## src/rtl/queue_find_scan.sv

```systemverilog
// Append-only entry queue with a find-with-equality scan that streams every matching entry.
// One entry compared per cycle; a presented match holds until match_ready, and pushes are refused while a scan runs.
module queue_find_scan #(
    parameter int DEPTH = 8,
    parameter int WIDTH = 64
) (
    input  logic                       clk,
    input  logic                       rst_n,
    input  logic                       push_valid,
    output logic                       push_ready,
    input  logic [WIDTH-1:0]           push_data,
    input  logic                       clear,
    input  logic                       start,
    input  logic [WIDTH-1:0]           key,
    output logic                       busy,
    output logic                       match_valid,
    input  logic                       match_ready,
    output logic [WIDTH-1:0]           match_data,
    output logic [$clog2(DEPTH)-1:0]   match_index,
    output logic                       done,
    output logic [$clog2(DEPTH+1)-1:0] count,
    output logic [$clog2(DEPTH+1)-1:0] size
);

    localparam int IW = $clog2(DEPTH);
    localparam int SW = $clog2(DEPTH + 1);

    typedef enum logic [1:0] {
        IDLE,
        SCAN,
        DONE
    } state_t;

    state_t state, state_nxt;

    logic [WIDTH-1:0] entries [DEPTH];
    logic [SW-1:0]    size_q;
    logic [SW-1:0]    idx_q;
    logic [SW-1:0]    count_q;
    logic [WIDTH-1:0] key_q;

    logic push_acc;
    logic start_acc;
    logic at_end;
    logic hit;
    logic handshake;

    assign push_ready = (state == IDLE) && (size_q < SW'(DEPTH));
    assign push_acc   = push_valid && push_ready && !clear;
    assign start_acc  = (state == IDLE) && start && !clear;
    assign at_end     = (idx_q == size_q);
    // idx_q only reaches DEPTH when at_end, so the truncated read index is safe.
    assign hit        = (state == SCAN) && !at_end && (entries[idx_q[IW-1:0]] == key_q);
    assign handshake  = hit && match_ready;

    assign busy        = (state != IDLE);
    assign done        = (state == DONE);
    assign match_valid = hit;
    assign match_data  = hit ? entries[idx_q[IW-1:0]] : '0;
    assign match_index = hit ? idx_q[IW-1:0] : '0;
    assign count       = count_q;
    assign size        = size_q;

    always_comb begin
        state_nxt = state;
        case (state)
            IDLE: if (start_acc) state_nxt = SCAN;
            SCAN: if (at_end) state_nxt = DONE;
            DONE: state_nxt = IDLE;
            default: state_nxt = IDLE;
        endcase
    end

    always_ff @(posedge clk) begin
        if (!rst_n) begin
            state   <= IDLE;
            size_q  <= '0;
            idx_q   <= '0;
            count_q <= '0;
            key_q   <= '0;
        end else begin
            state <= state_nxt;
            if (state == IDLE) begin
                if (clear) begin
                    size_q <= '0;
                end else if (push_acc) begin
                    size_q <= size_q + SW'(1);
                end
                if (start_acc) begin
                    key_q   <= key;
                    idx_q   <= '0;
                    count_q <= '0;
                end
            end else if (state == SCAN && !at_end) begin
                // A match stalls the index until it is taken downstream.
                if (!hit) begin
                    idx_q <= idx_q + SW'(1);
                end else if (handshake) begin
                    idx_q   <= idx_q + SW'(1);
                    count_q <= count_q + SW'(1);
                end
            end
        end
    end

    always_ff @(posedge clk) begin
        if (rst_n && push_acc) begin
            entries[size_q[IW-1:0]] <= push_data;
        end
    end

endmodule

```

## config.mk

```make
export PLATFORM = sky130hd
export DESIGN_NAME = queue_find_scan
export DESIGN_NICKNAME = d
export VERILOG_FILES = /design/src/rtl/queue_find_scan.sv
export SDC_FILE = /design/constraint.sdc
export NUM_CORES = 1
export LEC_CHECK = 0
export ABC_CLOCK_PERIOD_IN_PS = 18980
export CAP_MARGIN = 25
export CELL_PAD_IN_SITES_DETAIL_PLACEMENT = 1
export CELL_PAD_IN_SITES_GLOBAL_PLACEMENT = 1
export CORE_MARGIN = 5
export CORE_UTILIZATION = 55
export CTS_BUF_LIST = sky130_fd_sc_hd__clkbuf_8
export DETAILED_ROUTE_END_ITERATION = 7
export PLACE_DENSITY = 0.88
export REMOVE_ABC_BUFFERS = 1
export SLEW_MARGIN = 15
export SYNTH_ARGS = -nofsm -noshare
export SYNTH_HDL_FRONTEND = slang
export SYNTH_SLANG_ARGS = --single-unit
```

## constraint.sdc

```tcl
create_clock -name clk -period 18.98 [get_ports clk]
set_input_delay 5.694 -clock clk [delete_from_list [all_inputs] [get_ports clk]]
set_output_delay 5.694 -clock clk [all_outputs]
set_load 0.05 [all_outputs]
```

# Word level (Yosys, flattened, before mapping)
# Memory sizes are Yosys's and may differ from the RTL's. A register that Yosys moved wholly into a read port is not among the register bits.
# Index checks and enable logic that the tools add are counted.
# classes
addsub,3
mul,0
div,0
magnitude_cmp,1
n_eq_ne,7
shifts,0
n_mux,20
n_bitwise,0
n_reduce_logical,22
# op_table
op,n
equality test 64 bit,1
2-to-1 mux 64 bit,1
2-to-1 mux 4 bit,11
"adder 4 x 1 -> 4 bit, second input constant",3
nonzero test 2 bit,5
logical AND 1 bit,9
2-to-1 mux 3 bit,3
AND reduction 2 bit,3
equality test 4 bit,1
"less-than comparator 4 bit, second input constant",1
2-to-1 mux 2 bit,2
"inequality test 2 bit, second input constant",2
case mux 2 bit (2 select lines),1
AND reduction 4 bit,1
"inequality test 3 x 1 -> 1 bit, second input constant",1
AND reduction 3 bit,1
"equality test 2 x 1 -> 1 bit, second input constant",1
"equality test 2 bit, second input constant",1
logical NOT 1 bit,2
logical NOT 2 bit,1
2-to-1 mux 1 bit,2
# word_totals
register_bits,78
latchBits,0
ramBits,512
rom_bits,0
inputBits,134
wordCells,59
memories,1
# memory_table
name,depth,width,read_ports,rd_clocked_by_memory_dff,write_ports,line_no,text
entries,8,64,1,1,1,36,logic [WIDTH-1:0] entries [DEPTH];

# Logic depth before layout (Yosys ltp)
# Gate-level depths: netlist of run 1.
# logic_depth
ltp_word,11
mapped_depth,16
ltp_nobuf,9

# Worst setup path before layout of run 1
# Ideal clock, no wire load.
# synth_path
path_kind,input port to flip-flop
start,in push_valid
end,"mem entries[1][0], enable pin"
setup_ns,0.564
t_arrival_ns,10.626
t_required_ns,18.416
path_slack_ns,7.790
cell_stages,4
path_cell_list,nor2b_1 > and2_1 > nand3_1 > nor3_1
# synth_via
elab_chain_cells,5
# synth_rtl
item,line_no,text
"start, declared",9,"input logic push_valid,"
logical AND 1 bit (2 in a row),49,assign push_acc = push_valid && push_ready && !clear;
logical AND 1 bit,107,if (rst_n && push_acc) begin
2-to-1 mux 1 bit,107,
2-to-1 mux 1 bit (implied by the code),108,entries[size_q[IW-1:0]] <= push_data;
"end, declared",36,
# No other way between the ends.

==> results of run 1 <==
-- final timing paths --
| check | to | cells past startpoint | from | slack (ns) |
|---|---|---|---|---|
| worst max-delay path | match_data[42] | 11 | register | 5.71 |
| worst min-delay path | key_q[6] | 2 | key_q[6] | 0.47 |
| worst max register to register | count[0] | 10 | register | 12.98 |
| worst min register to register | key_q[6] | 2 | key_q[6] | 0.47 |
-- synthesized netlist by cell type (all sizes together) (3+ instances only) --
cell / count / area share (%)
clkbuf: 27 / 0.43
inv: 7 / 0.11
or4: 4 / 0.13
and3: 10 / 0.27
nor4b: 5 / 0.19
nand2b: 4 / 0.11
mux4: 77 / 7.4
o211a: 3 / 0.13
nor3: 19 / 0.40
nand4: 9 / 0.24
and2: 7 / 0.19
a31o: 3 / 0.11
ha: 3 / 0.16
edfxtp: 512 / 65
or3: 3 / 0.10
nand2: 140 / 2.2
xnor2: 9 / 0.34
nor2: 74 / 1.2
xor2: 40 / 1.5
and4: 3 / 0.12
mux2i: 111 / 4.8
buf: 50 / 1.2
o21ai: 35 / 0.75
nor4: 3 / 0.080
a21oi: 73 / 1.6
a21boi: 7 / 0.22
mux2: 12 / 0.58
nand3: 4 / 0.085
nor2b: 6 / 0.16
and3b: 7 / 0.26
dfxtp: 81 / 6.9
o22ai: 6 / 0.16
a22oi: 43 / 1.4
-- flip-flops by register name, indices dropped and copies added (netlist names), named ones only --
signal and flops:
idx_q 4, key_q 64, entries 512, count 4
state 2, size 4
-- cells by family (layout without fill, tap and decap cells) --
family	count (synthesis)	count (layout)
AO/OA/AOI/OAI	190	190
XOR/XNOR	49	49
adder cells (fa/ha/maj)	3	3
buffers and inverters	85	414
flip-flops	593	593
multiplexers	200	200
other	0	12
AND/OR/NAND/NOR	310	310
-- worst max-delay path, stage by stage (launching register included) --
cell and delay (ns):
dfxtp_4 1.01, buf_4 0.79, nor2b_2 0.36, a22oi_1 0.42
o21ai_1 0.25, xnor2_1 0.20, or4_1 0.68, or4_1 0.62
or3_4 0.77, inv_1 0.54, and3_1 0.33, clkdlybuf4s50_1 0.84
-- report_power, final --
part,leakage (nW),total (mW),internal [mW],switching (mW)
Clock,1.03,1.14,0.552,0.584
Combinational,2.75,0.121,0.0484,0.0730
Sequential,5.27,1.44,1.43,0.0101
-- through the flow --
stage	cells	total power, mW	util (%)	cell area (um2)
3_3_place_gp	2123	1.57	62.0	26100
6_report	2310	2.69	66.7	28100
2_1_floorplan	1353	1.51	-	23100
3_5_place_dp	2123	1.58	62.0	26100
5_1_grt	2307	2.78	66.7	28100
4_1_cts	2293	2.66	66.3	27900
-- cell type report --
type                       instances  area [um2]  share of cell area [%]
clock buffer                      98        1350                    4.80
timing repair buffer             236        2390                    8.50
antenna                           12        30.0                   0.107
inverter                           8        30.0                   0.107
clock inverter                    72         458                    1.63
multi-input combinational        752        6160                    21.9
tap                              539         674                    2.40
sequential                       593       17000                    60.5
-- routing by layer --
metal  vias to the layer above  GRT usage (%)  share of wire [%]
met2                      1174           51.8                 50
met5                         -              0              0.033
met4                         4           11.8                4.4
met3                       246           6.92                9.7
met1                      7801           40.3                 36
li1                       6098              -                  -
==> results.sh, run 1 <==
export IMPL_power_density_nw_per_um2=95.9
export IMPL_cts_buffer_depth=3
export IMPL_yosysSeqAreaShare_pct=72.3
export IMPL_min_period_ns=13.27
export IMPL_synth_top_family_by_area="multiplexers"
export IMPL_fillers=3717
export IMPL_syn2layout_area_growth_pct=19.6
export IMPL_synth_compound_area_share_pct=5.01
export IMPL_cts_setup_buffers=0
export IMPL_synth_seq_cells=593
export IMPL_avgViaCountPerCell=6.63
export IMPL_arrival_ns=7.57
export IMPL_synth_area_um2=23500
export IMPL_fin_ws_ns=5.71
export IMPL_io_pins=213
export IMPL_wirelength_um=78600
export IMPL_cp_max_fo=68
export IMPL_drive_gt1_share_pct=14.9
export IMPL_leakage_nw=9.06
export IMPL_fin_skew_ns=0.0331
export IMPL_port_buffers=212
export IMPL_cts_made_buffers=92
export IMPL_start_kind="register"
export IMPL_slew_headroom_pct=24.1
export IMPL_hold_buffers=0
export IMPL_start_util_pct=55.8
export IMPL_gp_congestion=0.776
export IMPL_maxSlewViolCount=0
export IMPL_async_reset_ff_share_pct=0
export IMPL_synth_warning_count=0
export IMPL_end_kind="output pin"
export IMPL_hold_violations=0
export IMPL_drt_initial_drc_count=2078
export IMPL_synth_distinct_cells=64
export IMPL_antenna_left=0
export IMPL_grt_max_degree=71
export IMPL_core_area_um2=42100
export IMPL_antenna_found_initial=14
export IMPL_cts_tree="built"
export IMPL_path_class="register to output pin"
export IMPL_die_y_um=217
export IMPL_rsz0062_at_grt="false"
export IMPL_drt_first_pass_iters=5
export IMPL_h_tree_depth=3
export IMPL_nNetsFinal=1820
export IMPL_cap_violations=0
export IMPL_synthFlopType="edfxtp_1"
export IMPL_synthAdderAreaFrac_pct=0.160
export IMPL_syn_avg_cell_area_um2=16.4
export IMPL_die_area_um2=47000
export IMPL_tightest_slew_ns=1.14
export IMPL_clock_fmax_ghz=0.0754
export IMPL_period_share_pct=69.9
export IMPL_hold_slack_ns=0.474
export IMPL_grt_pass1_wl_um=109000
export IMPL_min_path_type="register to register"
export IMPL_synth_xor_area_share_pct=1.83
export IMPL_synthCells=1430
export IMPL_cts_resized=0
export IMPL_dp_final_hpwl_um=39200
export IMPL_vias=15300
export IMPL_status="finished clean"
export IMPL_root_buffer="clkbuf_8"
export IMPL_synth_edf_count=512
export IMPL_track_usage_pct=31.0
export IMPL_dpl_worst_slack_ns=6.44
export IMPL_crit_required_ns=13.29
export IMPL_peakVddDrop_uv=58.0
export IMPL_grt_overflow=0
export IMPL_dieWidth_um=217
export IMPL_fin_setup_tns_ns=0
export IMPL_row_count=75
export IMPL_wl_per_cell_um=34.0
export IMPL_route_detailed_drc=0
export IMPL_clkTransAtPathRegs_ns=0.07
export IMPL_synth_simple_area_share_pct=6.17
export IMPL_setup_viol=0
export IMPL_cts_sinks=593
export IMPL_clock_latency_ns=0.69
export IMPL_muxShareOfSynthArea_pct=12.8
export IMPL_grt_pass1_vias=15900
export IMPL_mostFrequentLayoutCell="edfxtp_1"
export IMPL_layout_common_cells="edfxtp_1 (512), clkdlybuf4s50_1 (212), nand2_1 (139)"
(Power assumes the default switching activity.)
==> run 2: changes to the inputs <==
ABC_CLOCK_PERIOD_IN_PS = 12900   (was 18980)
CORE_UTILIZATION = 51   (was 55)
PLACE_DENSITY = 0.83   (was 0.88)
clock period = 12.9 ns   (was 18.98 ns; I/O delays follow)
==> results.sh, run 2 (synthesis gave the netlist of run 1 again) <==
export IMPL_cts_sinks=593
export IMPL_fillers=4200
export IMPL_layout_common_cells="edfxtp_1 (512), clkdlybuf4s50_1 (212), nand2_1 (139)"
export IMPL_nNetsFinal=1823
export IMPL_hold_violations=0
export IMPL_hold_buffers=0
export IMPL_fin_skew_ns=0.0203
export IMPL_peakVddDrop_uv=65.3
export IMPL_avgViaCountPerCell=6.01
export IMPL_final_instance_count_excl_fill=2370
export IMPL_grt_overflow=0
export IMPL_power_density_nw_per_um2=135
export IMPL_crit_required_ns=9.03
export IMPL_arrival_ns=7.21
export IMPL_cts_buffer_depth=3
export IMPL_largest_reg_flops=512
export IMPL_maxSlewViolCount=0
export IMPL_dp_final_hpwl_um=39300
export IMPL_cp_slowest_cell="nor4_1"
export IMPL_clock_fmax_ghz=0.0903
export IMPL_slowest_delay_ns=0.90
export IMPL_path_class="register to output pin"
export IMPL_end_kind="output pin"
export IMPL_antenna_left=0
export IMPL_clock_latency_ns=0.67
export IMPL_vias=14300
export IMPL_dp_cells=2187
export IMPL_rsz0062_at_grt="false"
export IMPL_tightest_slew_ns=1.07
export IMPL_period_share_pct=85.9
export IMPL_mostFrequentLayoutCell="edfxtp_1"
export IMPL_min_period_ns=11.08
export IMPL_track_usage_pct=26.4
export IMPL_core_area_um2=45500
export IMPL_cts_resized=0
export IMPL_start_util_pct=51.7
export IMPL_multi_input_area_um2=6160
export IMPL_h_tree_depth=3
export IMPL_dieWidth_um=225
export IMPL_clkTransAtPathRegs_ns=0.07
export IMPL_antenna_found_initial=8
export IMPL_cts_made_buffers=95
export IMPL_grt_max_degree=76
export IMPL_post_route_util_pct=61.8
export IMPL_cap_violations=0
export IMPL_hold_slack_ns=0.465
export IMPL_grt_pass1_vias=15400
export IMPL_fin_setup_tns_ns=0
export IMPL_status="finished clean"
export IMPL_total_power_mw=3.80
export IMPL_die_area_um2=50500
export IMPL_syn2layout_area_growth_pct=19.6
export IMPL_grt_pass1_wl_um=99000
export IMPL_setup_viol=0
export IMPL_cp_cell_sequence="buf_4 -> mux4_2 -> mux2i_1 -> xnor2_1 -> or4b_1 -> nor4_1 -> nand4_1 -> or3_4 -> inv_1 -> and3_1 -> clkdlybuf4s50_1"
export IMPL_regArea_um2=17000
export IMPL_start_kind="register"
export IMPL_io_pins=213
export IMPL_wirelength_um=66900
export IMPL_cts_tree="built"
export IMPL_wl_per_cell_um=28.2
export IMPL_row_count=78
export IMPL_slew_headroom_pct=28.4
export IMPL_route_detailed_drc=0
export IMPL_cts_setup_buffers=0
export IMPL_drt_initial_drc_count=1273
export IMPL_root_buffer="clkbuf_8"
export IMPL_min_path_type="register to register"
export IMPL_drt_first_pass_iters=5
export IMPL_drive_gt1_share_pct=14.7
export IMPL_port_buffers=212
export IMPL_die_y_um=225
export IMPL_leakage_nw=9.08
export IMPL_gp_congestion=0.795
export IMPL_cp_max_fo=68
==> run 2: path summary, 6_finish.rpt <==
| kind | from | end | slack [ns] | cells after the start |
|---|---|---|---|---|
| setup reg to reg | register | count[0] | 7.23 | 10 |
| setup / recovery | register | match_data[42] | 1.82 | 11 |
| hold / removal | key_q[36] | key_q[36] | 0.46 | 2 |
| hold reg to reg | key_q[36] | key_q[36] | 0.46 | 2 |
==> run 2: routing by layer <==
metal	routed length, um	global-route usage [%]	vias to the layer above
met5	46	0	-
met4	2040	9.51	8
met3	5040	5.72	145
met2	33500	44.4	711
met1	26200	34.2	7313
li1	-	-	6078
==> run 2: final cells by class <==
class	instances	area share, %
Sequential cell	593	60.5
Multi-Input combinational cell	752	21.9
Timing Repair Buffer	236	8.47
Clock buffer	103	5.05
Tap cell	600	2.67
Clock inverter	75	1.22
Inverter	8	0.107
Antenna cell	3	0.0267
==> run 2: critical path, delay by kind of cell, from the launching register on <==
family        cells  cell delay (ns)
xor+xnor          1             0.11
simple gates      5             2.75
mux               2             0.85
buf+inv           3             1.92
flops             1             0.84
==> run 2: metrics by stage <==
step,worst slack (ns),area [um2]
floorplan,0.193,23100
global placement,2.76,26200
detailed placement,2.65,26300
CTS,1.73,28100
global route,1.61,28100
finish,1.82,28100
==> run 2: report_power, final <==
part	switching, mW	internal (mW)	leakage (nW)	total (mW)
Combinational	0.0973	0.0712	2.75	0.169
Sequential	0.0135	2.10	5.27	2.11
Clock	0.756	0.757	1.05	1.51
==> run 3: changes to the inputs <==
CORE_MARGIN = 3   (was 5)
==> results.sh, run 3 (synthesis gave the netlist of run 1 again) <==
export IMPL_wirelength_um=64600
export IMPL_route_detailed_drc=0
export IMPL_cap_violations=0
export IMPL_multi_input_area_um2=6160
export IMPL_worst_path_most_repeated_cell="buf_4"
export IMPL_clock_fmax_ghz=0.0919
export IMPL_drt_initial_drc_count=1250
export IMPL_cp_slowest_cell="dfxtp_4"
export IMPL_io_pins=213
export IMPL_crit_required_ns=9.03
export IMPL_min_period_ns=10.89
export IMPL_slowest_delay_ns=0.88
export IMPL_syn2layout_area_growth_pct=19.7
export IMPL_row_count=78
export IMPL_port_buffers=212
export IMPL_cts_tree="built"
export IMPL_critPathTopFamily="buffers and inverters"
export IMPL_rsz0062_at_grt="false"
export IMPL_cts_made_buffers=93
export IMPL_vias=14100
export IMPL_clkTransAtPathRegs_ns=0.06
export IMPL_hold_violations=0
export IMPL_cts_buffer_depth=3
export IMPL_dpl_worst_slack_ns=2.50
export IMPL_nNetsFinal=1822
export IMPL_post_route_util_pct=61.8
export IMPL_gp_congestion=0.784
export IMPL_min_path_type="register to register"
export IMPL_core_area_um2=45500
export IMPL_worstHoldPathCells=2
export IMPL_antenna_left=0
export IMPL_die_area_um2=48700
export IMPL_mostFrequentLayoutCell="edfxtp_1"
export IMPL_start_util_pct=51.7
export IMPL_maxSlewViolCount=0
export IMPL_fin_ws_ns=2.01
export IMPL_dp_final_hpwl_um=38400
export IMPL_worst_path_stages=13
export IMPL_die_y_um=221
export IMPL_layout_common_cells="edfxtp_1 (512), clkdlybuf4s50_1 (212), nand2_1 (139)"
export IMPL_grt_pass1_wl_um=95900
export IMPL_peakVddDrop_uv=74.7
export IMPL_track_usage_pct=26.7
export IMPL_slew_headroom_pct=30.4
export IMPL_hold_buffers=0
export IMPL_root_buffer="clkbuf_8"
export IMPL_end_kind="output pin"
export IMPL_fillers=4178
export IMPL_tightest_slew_ns=1.04
export IMPL_fin_setup_tns_ns=0
export IMPL_fin_skew_ns=0.0291
export IMPL_leakage_nw=9.05
export IMPL_cts_sinks=593
export IMPL_period_share_pct=84.4
export IMPL_drive_gt1_share_pct=15.1
export IMPL_drt_first_pass_iters=5
export IMPL_cts_setup_buffers=0
export IMPL_grt_overflow=0
export IMPL_cp_cell_sequence="buf_4 -> and2_0 -> buf_4 -> a22oi_1 -> o21ai_1 -> xnor2_1 -> or4_1 -> or4_1 -> or3_4 -> buf_4 -> inv_1 -> and3_1 -> clkdlybuf4s50_1"
export IMPL_dieWidth_um=221
export IMPL_h_tree_depth=3
export IMPL_path_class="register to output pin"
export IMPL_antenna_found_initial=11
export IMPL_arrival_ns=7.02
export IMPL_start_kind="register"
export IMPL_wl_per_cell_um=27.3
export IMPL_power_density_nw_per_um2=136
export IMPL_worst_path_buf_inv=5
export IMPL_clock_latency_ns=0.67
export IMPL_regArea_um2=17000
export IMPL_avgViaCountPerCell=5.96
export IMPL_cts_resized=0
export IMPL_grt_pass1_vias=15200
export IMPL_cp_max_fo=38
export IMPL_setup_viol=0
export IMPL_grt_max_degree=76
export IMPL_r2r_worst_path_cells=12
export IMPL_status="finished clean"
export IMPL_largest_reg_flops=512
-- run 3: changes by cell type in the layout (fill, tap and decap cells not counted) --
cell / previous run / this run
inv_1: 47 / 33
buf_4: 19 / 24
clkbuf_8: 103 / 108
buf_16: 3 / 1
bufinv_16: 1 / 3
buf_12: 1 / 0
buf_6: 1 / 0
clkinv_1: 16 / 17
clkinvlp_4: 4 / 3
diode_2: 3 / 4
-- run 3: tightest hold or removal path, cell delays in order (launching register included) --
cell     delay (ns)
dfxtp_1        0.32
nand2_1        0.06
a21oi_1        0.05
-- run 3: metrics by stage --
step / total power, mW / area, um2 / instances / hold slack (ns)
2_1_floorplan: 2.22 / 23100 / 1353 / 0.441
3_3_place_gp: 2.31 / 26300 / 2189 / 0.450
3_5_place_dp: 2.32 / 26300 / 2189 / 0.462
4_1_cts: 3.86 / 28100 / 2360 / 0.474
5_1_grt: 3.96 / 28100 / 2364 / 0.497
6_report: 3.83 / 28100 / 2365 / 0.475
-- run 3: final cells by class --
class                      instances  share of cell area (%)
antenna                            4                  0.0356
tap                              600                    2.67
timing repair buffer             237                    8.28
clock buffer                     108                    5.29
clock inverter                    63                    1.23
multi-input combinational        752                    21.9
sequential                       593                    60.5
inverter                           8                   0.107
-- run 3: worst paths after layout --
path / slack [ns] / end / from
hold / removal: 0.47 / key_q[39] / key_q[39]
hold reg to reg: 0.47 / key_q[39] / key_q[39]
setup reg to reg: 7.43 / count[0] / register
setup / recovery: 2.01 / match_data[42] / register
-- run 3: where the power goes --
| group | total [mW] | switching [mW] | internal, mW |
|---|---|---|---|
| logic | 0.164 | 0.0934 | 0.0706 |
| registers | 2.12 | 0.0148 | 2.10 |
| clock network | 1.55 | 0.730 | 0.823 |
| total | 3.83 | 0.838 | 2.99 |
-- run 3: layer usage --
layer,share of wire (%),GRT usage (%),routed length (um),vias to the layer above
met2,50,44.5,32500,559
met3,7.5,5.48,4820,105
met4,2.0,8.87,1300,16
met5,0.14,0,93,-
li1,-,-,-,6082
met1,40,35.5,25900,7344
